**src/rtl/uart_rcv_fifo.sv**
```systemverilog
// UART receiver (start, DATA_BITS LSB-first, optional even parity, one stop) feeding a show-ahead FIFO.
// Define UART_RCV_PARITY_EN to include the parity bit and parity_err checking.
module uart_rcv_fifo #(
  parameter int BAUD_DIV   = 2604,
  parameter int DATA_BITS  = 8,
  parameter int FIFO_DEPTH = 4
) (
  input  logic                          clk,
  input  logic                          rst_n,
  input  logic                          RX,
  input  logic                          rx_rdy_clr,
  input  logic                          err_clr,
  output logic                          rx_rdy,
  output logic [DATA_BITS-1:0]          rx_data,
  output logic [$clog2(FIFO_DEPTH):0]   fifo_cnt,
  output logic                          frame_err,
  output logic                          overrun,
  output logic                          parity_err
);
  localparam int CNT_W = $clog2(BAUD_DIV);
  localparam int BIT_W = $clog2(DATA_BITS);
  localparam int AW    = $clog2(FIFO_DEPTH);
  localparam logic [CNT_W-1:0] HALF_LD  = CNT_W'(BAUD_DIV / 2 - 1);
  localparam logic [CNT_W-1:0] FULL_LD  = CNT_W'(BAUD_DIV - 1);
  localparam logic [BIT_W-1:0] LAST_BIT = BIT_W'(DATA_BITS - 1);
  localparam logic [AW:0]      FULL_CNT = (AW + 1)'(FIFO_DEPTH);

  typedef enum logic [2:0] {IDLE, START, DATA, PARITY, STOP, BREAK} state_t;

  // Stage p0/p1: RX synchroniser; vld_pN marks when the synchroniser holds a real pin value
  logic rx_p0, rx_p1, vld_p0, vld_p1, rx_seen_hi, fall;

  always_ff @(posedge clk or negedge rst_n) begin
    if (!rst_n) begin
      rx_p0      <= 1'b1;
      rx_p1      <= 1'b1;
      vld_p0     <= 1'b0;
      vld_p1     <= 1'b0;
      rx_seen_hi <= 1'b0;
    end else begin
      rx_p0      <= RX;
      rx_p1      <= rx_p0;
      vld_p0     <= 1'b1;
      vld_p1     <= vld_p0;
      rx_seen_hi <= rx_p1 & vld_p1;
    end
  end

  assign fall = rx_seen_hi & ~rx_p1;

  // Frame FSM: counter expiry marks the middle of each bit
  state_t               state, state_d;
  logic [CNT_W-1:0]     baud_cnt, baud_cnt_d;
  logic [BIT_W-1:0]     bit_cnt, bit_cnt_d;
  logic [DATA_BITS-1:0] shift_q, shift_d;
  logic                 baud_tick, push, frame_set, par_set;
`ifdef UART_RCV_PARITY_EN
  logic                 par_bad, par_bad_d;
`endif

  assign baud_tick = (baud_cnt == '0);

  always_comb begin
    state_d    = state;
    baud_cnt_d = baud_tick ? baud_cnt : baud_cnt - CNT_W'(1);
    bit_cnt_d  = bit_cnt;
    shift_d    = shift_q;
    push       = 1'b0;
    frame_set  = 1'b0;
    par_set    = 1'b0;
`ifdef UART_RCV_PARITY_EN
    par_bad_d  = par_bad;
`endif
    case (state)
      IDLE: begin
        if (fall) begin
          state_d    = START;
          baud_cnt_d = HALF_LD;
        end
      end
      START: begin
        if (baud_tick) begin
          if (!rx_p1) begin
            state_d    = DATA;
            baud_cnt_d = FULL_LD;
            bit_cnt_d  = '0;
          end else begin
            state_d = IDLE;
          end
        end
      end
      DATA: begin
        if (baud_tick) begin
          shift_d    = {rx_p1, shift_q[DATA_BITS-1:1]};
          baud_cnt_d = FULL_LD;
          if (bit_cnt == LAST_BIT) begin
`ifdef UART_RCV_PARITY_EN
            state_d = PARITY;
`else
            state_d = STOP;
`endif
          end else begin
            bit_cnt_d = bit_cnt + BIT_W'(1);
          end
        end
      end
`ifdef UART_RCV_PARITY_EN
      PARITY: begin
        if (baud_tick) begin
          par_bad_d  = (^shift_q) ^ rx_p1;
          baud_cnt_d = FULL_LD;
          state_d    = STOP;
        end
      end
`endif
      STOP: begin
        if (baud_tick) begin
`ifdef UART_RCV_PARITY_EN
          par_set = par_bad;
`endif
          if (rx_p1) begin
            push    = 1'b1;
            state_d = IDLE;
          end else begin
            frame_set = 1'b1;
            state_d   = BREAK;
          end
        end
      end
      BREAK: begin
        if (rx_p1) state_d = IDLE;
      end
      default: state_d = IDLE;
    endcase
  end

  always_ff @(posedge clk or negedge rst_n) begin
    if (!rst_n) begin
      state    <= IDLE;
      baud_cnt <= '0;
      bit_cnt  <= '0;
`ifdef UART_RCV_PARITY_EN
      par_bad  <= 1'b0;
`endif
    end else begin
      state    <= state_d;
      baud_cnt <= baud_cnt_d;
      bit_cnt  <= bit_cnt_d;
`ifdef UART_RCV_PARITY_EN
      par_bad  <= par_bad_d;
`endif
    end
  end

  always_ff @(posedge clk) begin
    shift_q <= shift_d;
  end

  // Show-ahead FIFO: a pop frees the slot a same-cycle push into a full FIFO needs
  logic [DATA_BITS-1:0] mem [FIFO_DEPTH];
  logic [AW-1:0]        wr_ptr, rd_ptr;
  logic                 full, pop_ok, push_ok;

  assign full    = (fifo_cnt == FULL_CNT);
  assign rx_rdy  = (fifo_cnt != '0);
  assign pop_ok  = rx_rdy_clr & rx_rdy;
  assign push_ok = push & (~full | pop_ok);
  assign rx_data = rx_rdy ? mem[rd_ptr] : '0;

  always_ff @(posedge clk) begin
    if (push_ok) mem[wr_ptr] <= shift_q;
  end

  always_ff @(posedge clk or negedge rst_n) begin
    if (!rst_n) begin
      wr_ptr   <= '0;
      rd_ptr   <= '0;
      fifo_cnt <= '0;
    end else begin
      if (push_ok) wr_ptr <= wr_ptr + AW'(1);
      if (pop_ok)  rd_ptr <= rd_ptr + AW'(1);
      case ({push_ok, pop_ok})
        2'b10:   fifo_cnt <= fifo_cnt + (AW + 1)'(1);
        2'b01:   fifo_cnt <= fifo_cnt - (AW + 1)'(1);
        default: fifo_cnt <= fifo_cnt;
      endcase
    end
  end

  // Sticky flags: a set in the same cycle as err_clr wins
  always_ff @(posedge clk or negedge rst_n) begin
    if (!rst_n) begin
      frame_err <= 1'b0;
      overrun   <= 1'b0;
    end else begin
      frame_err <= frame_set | (frame_err & ~err_clr);
      overrun   <= (push & full & ~pop_ok) | (overrun & ~err_clr);
    end
  end

`ifdef UART_RCV_PARITY_EN
  always_ff @(posedge clk or negedge rst_n) begin
    if (!rst_n) parity_err <= 1'b0;
    else        parity_err <= par_set | (parity_err & ~err_clr);
  end
`else
  assign parity_err = 1'b0;
`endif

endmodule

```
**config.mk**
```make
export PLATFORM = sky130hd
export DESIGN_NAME = uart_rcv_fifo
export DESIGN_NICKNAME = d
export VERILOG_FILES = /design/src/rtl/uart_rcv_fifo.sv
export SDC_FILE = /design/constraint.sdc
export NUM_CORES = 1
export LEC_CHECK = 0
export CAP_MARGIN = 20
export CORE_MARGIN = 5
export CORE_UTILIZATION = 50
export CTS_BUF_LIST = sky130_fd_sc_hd__clkbuf_8
export DETAILED_ROUTE_END_ITERATION = 16
export GPL_ROUTABILITY_DRIVEN = 0
export GPL_TIMING_DRIVEN = 1
export PLACE_DENSITY = 0.67
export SYNTH_ARGS = -nofsm -noshare
export SYNTH_HDL_FRONTEND = slang
export SYNTH_SLANG_ARGS = --single-unit
```
**constraint.sdc**
```tcl
create_clock -name clk -period 2.8 [get_ports clk]
set_input_delay 0.42 -clock clk [delete_from_list [all_inputs] [get_ports clk]]
set_output_delay 0.42 -clock clk [all_outputs]
set_load 0.02 [all_outputs]
```
== Word level (Yosys, flattened, before mapping) ==
Memories as Yosys holds them, arrays and structs flattened.
Index checks and enable logic that the tools add are counted.

* Output and inout bits: 15
* Memories: 1
* Word-level logic and storage cells: 90
* Memory bits (writable): 32
* Register bits after elaboration: 40
* Bits of input ports: 5

{| class="wikitable"
|+ Memories
! name !! words !! bits a word !! read ports !! clocked after memory_dff !! write ports !! RTL line !! RTL
|-
| mem || 4 || 8 || 1 || 0 || 1 || 160 || <nowiki>logic [DATA_BITS-1:0] mem [FIFO_DEPTH];</nowiki>
|}

* Reduce and logical (&&, ||, !) cells: 8
* Multiplexer cells: 30
* Equal/unequal tests: 16
* Add/subtract/negate cells: 6
* Bitwise operators: 15

{| class="wikitable"
|+ Operators with widths
! kind !! number
|-
| $mux W12 || 5
|-
| $pmux W12 S3 || 1
|-
| $mux W3 || 11
|-
| $ne A2 B2 Y1 const B || 8
|-
| $pmux W3 S5 || 1
|-
| $eq A3 B3 Y1 const B || 4
|-
| $logic_not A12 Y1 || 1
|-
| $pmux W3 S2 || 2
|-
| $sub A12 B1 Y12 const B || 1
|-
| $and A1 B1 Y1 || 8
|-
| $mux W1 || 8
|-
| $mux W8 || 1
|-
| $add A3 B1 Y3 const B || 2
|-
| $reduce_and A6 Y1 || 1
|-
| $reduce_and A5 Y1 || 1
|-
| $add A2 B1 Y2 const B || 2
|-
| $not A1 Y1 || 4
|-
| $reduce_bool A2 Y1 || 2
|-
| $eq A3 B1 Y1 const B || 1
|-
| $eq A3 B2 Y1 const B || 1
|-
| $logic_not A3 Y1 || 1
|-
| $or A1 B1 Y1 || 3
|-
| $reduce_bool A3 Y1 || 1
|-
| $sub A3 B1 Y3 const B || 1
|-
| 4 further kinds || 4
|}

== Longest topological paths before layout ==
* Depth in word-level cells: 6
* Mapped depth: 11

== Worst setup path before layout ==
No wires, ideal clock.

* Path kind: register to register
* Start point: reg baud_cnt[4]
* End point: reg fifo_cnt[2]
* Stages on the path, launching flop included: 10
* Slack: 0.786 ns
* Buffers on the path: 1
* Period minus slack after synthesis: 2.014 ns
* Required time: 2.668 ns
* Data arrival time: 1.882 ns
* Path through: dfrtp_1 -> nor4_4 -> buf_2 -> nand4_1 -> nand2_1 -> fa_1 -> o311ai_0 -> a41oi_1 -> a21oi_1 -> xnor2_1

* Longest elaborated chain between the ends: 6
* Elaborated cells on any way between the ends: 8
* Those cells by class: 2 x eq/ne; 3 x mux; 1 x bitwise; 2 x reduce/logical

{| class="wikitable"
|+ RTL lines
! item !! RTL line !! RTL
|-
| start: declaration || 53 || <nowiki>logic [CNT_W-1:0] baud_cnt, baud_cnt_d;</nowiki>
|-
| start signal: assignment || 147 || <nowiki>baud_cnt <= baud_cnt_d;</nowiki>
|-
| $logic_not A12 Y1 * || 61 || <nowiki>assign baud_tick = (baud_cnt == '0);</nowiki>
|-
| $mux W1 * || 117 || <nowiki>if (baud_tick) begin</nowiki>
|-
| $mux W1 * || 74 || <nowiki>case (state)</nowiki>
|-
| $and A1 B1 Y1 * || 167 || <nowiki>assign push_ok = push & (~full | pop_ok);</nowiki>
|-
| $eq A2 B1 Y1 / $eq A2 B2 Y1 (equally long branches) || 182 || <nowiki>case ({push_ok, pop_ok})</nowiki>
|-
| $pmux W3 S2 / $reduce_bool A2 Y1 (equally long branches) || n/a ||
|-
| end signal: assignment || 183 || <nowiki>2'b10: fifo_cnt <= fifo_cnt + (AW + 1)'(1);</nowiki>
|-
| end signal: assignment || 184 || <nowiki>2'b01: fifo_cnt <= fifo_cnt - (AW + 1)'(1);</nowiki>
|-
| end signal: assignment || 185 || <nowiki>default: fifo_cnt <= fifo_cnt;</nowiki>
|-
| end: declaration || 15 || <nowiki>output logic [$clog2(FIFO_DEPTH):0] fifo_cnt,</nowiki>
|}

Mark *: on every way between the ends. The rest lies on a longest branch, timed or not.
A chain may end at the register's enable or synchronous reset.

== Worst setup path after layout ==
* Start point: reg rd_ptr[0]
* End point: out rx_data[7]

* Longest elaborated chain between the ends: 2

{| class="wikitable"
|+ RTL lines
! item !! RTL line !! RTL
|-
| start: declaration || 161 || <nowiki>logic [AW-1:0] wr_ptr, rd_ptr;</nowiki>
|-
| start signal: assignment || 181 || <nowiki>if (pop_ok) rd_ptr <= rd_ptr + AW'(1);</nowiki>
|-
| $mem_v2 Z4 W8 || n/a ||
|-
| $mux W8 || 168 || <nowiki>assign rx_data = rx_rdy ? mem[rd_ptr] : '0;</nowiki>
|-
| end: declaration || 14 || <nowiki>output logic [DATA_BITS-1:0] rx_data,</nowiki>
|}

No other way between the ends.

==> results.cfg <==
[drt]
drt_iter0_drc = 111
drt-met1-wl_mm = 2.706
highest_layer = met4
vias = 1987
wl_met2_mm = 2.726
wirelength_mm = 5.773
ant_nets = 0
post_drt_via_cell_ratio = 5.677
route.detailed.wl_per_inst_um = 16.49
first_pass_iters = 4
met3_length_um = 230
drc_errors = 0

[critical_path]
critPathBufInv = 2
reg2regPathDepth = 6
critPathArrivalTime_ns = 2.16
worstSetupEndpointType = output port
reg2reg_from = baud_cnt[0]
endpoint = rx_data[7]
cp_cell_sequence = buf_4 -> mux4_2 -> nor2b_1 -> clkdlybuf4s50_1
crit_family = buffers and inverters
critical_path_class = flop to output port
crit_start = rd_ptr[0]
cp_max_fo = 8
crit_required_ns = 2.38
r2r_setup_slack_ns = 0.50
critPathMaxStageDelay_ns = 0.53
critPathSlowestCell = clkdlybuf4s50_1
path_depth = 4
start_kind = flop
timing.rr.end = mem[1][5]

[clocking]
cts_sinks = 72
path_clk_slew_ns = 0.08
clk_path_buf_depth = 2
cts_resized = 0
post_cts_buffers = 0
holdBufCountCts = 0
cts_tree = done
root_buffer = clkbuf_8
worstSkewPairLatency_ns = 0.35
cts-htree-levels = 3
numCtsBuffers = 9

[run_status]
outcome = completed

[pwr]
power.total_w = 0.003319
ir_drop_uv = 471.9
switching_share_pct = 34.58
p_leak_nw = 1.401
net-switching-power_w = 0.001148
pwr-share-clk_pct = 21.5
seqPwrFrac_pct = 43.8
p_int_w = 0.002171
combPwrFrac_pct = 34.7
pwr_density_cell_mw_per_mm2 = 890.6

[sta]
period_needed_ns = 2.581
drv_slew = 0
fin_ws_ns = 0.2194
post-route-period-util_pct = 92.17
fin_tns_setup_ns = 0
clock_skew_ns = 0.01174
whs_ns = 0.3500
hold_viol_final = 0
setup_violations = 0
max_freq_ghz = 0.3875
grt_setup_unrepaired = false

[global_routing]
overflow = 0
grt_max_degree = 33
antenna_found_initial = 0
grt_pass1_vias = 1969
grt_pass1_wl_mm = 9.825
groute.usage.overall_pct = 14.96

[layout]
n_antenna_cell = 0
fin_nets = 282
drive_gt1_share_pct = 15.02
final_area_mm2 = 0.003726
area_growth_pct = 14.19

[floorplan]
fp.dieH_um = 90.79
die_w_um = 90.79
core_area_mm2 = 0.006350
io_pins = 20
dieArea_mm2 = 0.008242
rows = 29
start_util_pct = 51.39

[placement]
portBuffers = 18
place_area_mm2 = 0.003553
dp_worst_setup_slack_ns = 0.5117
place_hpwl_mm = 3.885

[yosys]
synth_warnings = 0
ys_seq_area_share_pct = 61.43
synth_edf_count = 40
synth_seq_cells = 72
ys.flop_type = edfxtp_1
synth_cell_types = 59
syn-cell-area_mm2 = 0.003263
syn_inst = 241
ys_async_sr_fraction_pct = 44.44
syn_nets = 255
syn_area_per_cell_um2 = 13.54

[hold_path]
hold_path.class = flop to flop

[run]
drv_cap = 0
[power groups by stage]
| stage | Combinational, W | Sequential, W | Clock [W] |
|---|---|---|---|
| floorplan | 0.000811 | 0.00141 | 0 |
| global placement | 0.00114 | 0.00147 | 0 |
| detailed placement | 0.00116 | 0.00147 | 0 |
| CTS | 0.00117 | 0.00145 | 0.000735 |
| global route | 0.00126 | 0.00148 | 0.000792 |
| finish | 0.00115 | 0.00145 | 0.000715 |
[routing by layer]
layer	track usage, %	vias up
met5	0	-
met1	19.69	981
met3	2.833	10
li1	-	955
met4	6.968	0
met2	23.91	41
[flip-flops by register name, summed over array words and instances (netlist names)]
register / flops
rx_seen_hi: 1
rd_ptr: 2
shift_q: 8
mem: 32
baud_cnt: 12
fifo_cnt: 3
overrun: 1
rx_p1: 1
state: 3
vld_p0: 1
bit_cnt: 3
vld_p1: 1
rx_p0: 1
wr_ptr: 2
frame_err: 1
[kinds of logic (layout without fill, tap and decap cells)]
logic type	after synthesis	count (layout)	synth area share, %
multiplexers	12	12	6.787
AO/OA/AOI/OAI	40	40	8.666
AND/OR/NAND/NOR	71	71	13.08
other	2	2	0.2301
buffers and inverters	25	57	3.451
XOR/XNOR	10	10	2.684
flip-flops	72	72	61.43
adder cells (fa/ha/maj)	9	9	3.681
[worst reg2reg max path: stages (launching register included)]
cell and delay (ns):
dfrtp_1 0.42, inv_1 0.08, ha_1 0.20, nor3b_1 0.19, buf_4 0.21, and4_1 0.35, and3_1 0.49
[layout make-up]
class	instances	area, um^2
tap	77	96.34
fill	522	2624
clock buffer	9	123.9
clock inverter	7	48.80
timing repair buffer	28	255.2
inverter	13	51.30
sequential	72	2004
multi-input combinational	144	1146
[layout by cell type (no fill, tap or decap), drive strengths merged, types with 2 or more instances in the layout]
cell and instances:
a21oi 8, clkbuf 9, nor3 7, nor3b 2, nand3 5, a31oi 2, inv 15, nor4 3
o211ai 2, xnor2 8, mux2i 3, edfxtp 40, clkdlybuf4s50 18, mux4 8, o32ai 2, nand2b 2
nand2 10, and3b 2, clkinv 2, clkinvlp 3, conb 2, nand4 3, buf 10, a22o 3
xor2 2, o21ai 5, dfrtp 30, and3 5, a31o 2, ha 8, a211oi 3, o22ai 2
dfstp 2, nor2b 11, nor2 13
[per-stage QoR]
| stage | utilization (%) | cells |
|---|---|---|
| finish | 58.68 | 350 |
| global route | 58.68 | 350 |
| CTS | 58.68 | 350 |
| detailed placement | 55.96 | 334 |
| global placement | 55.96 | 334 |
| floorplan | - | 241 |
[how the worst min path moves through the flow]
stage / startpoint / end / slack (ns) / cells past startpoint
after floorplan: rst_n / baud_cnt[0] / 0.12 / 0
final: vld_p0 / vld_p1 / 0.35 / 0
after detailed placement: vld_p0 / vld_p1 / 0.33 / 0
after CTS: vld_p0 / vld_p1 / 0.35 / 0
after global placement: vld_p0 / vld_p1 / 0.33 / 0
after global routing: rx_p0 / rx_p1 / 0.36 / 0
[synthesized netlist by cell type, types with 7 or more instances]
cell,instances,share of area [%]
buf_2,7,1.1
nor3_1,7,1.1
nor2_1,13,1.5
mux4_2,8,5.5
dfrtp_1,30,23
a21oi_1,8,1.2
ha_1,8,3.1
edfxtp_1,40,37
nor2b_1,11,2.1
xnor2_1,8,2.1
nand2_1,10,1.2
inv_1,12,1.4
Note: power is estimated with default switching activity, not from simulation.
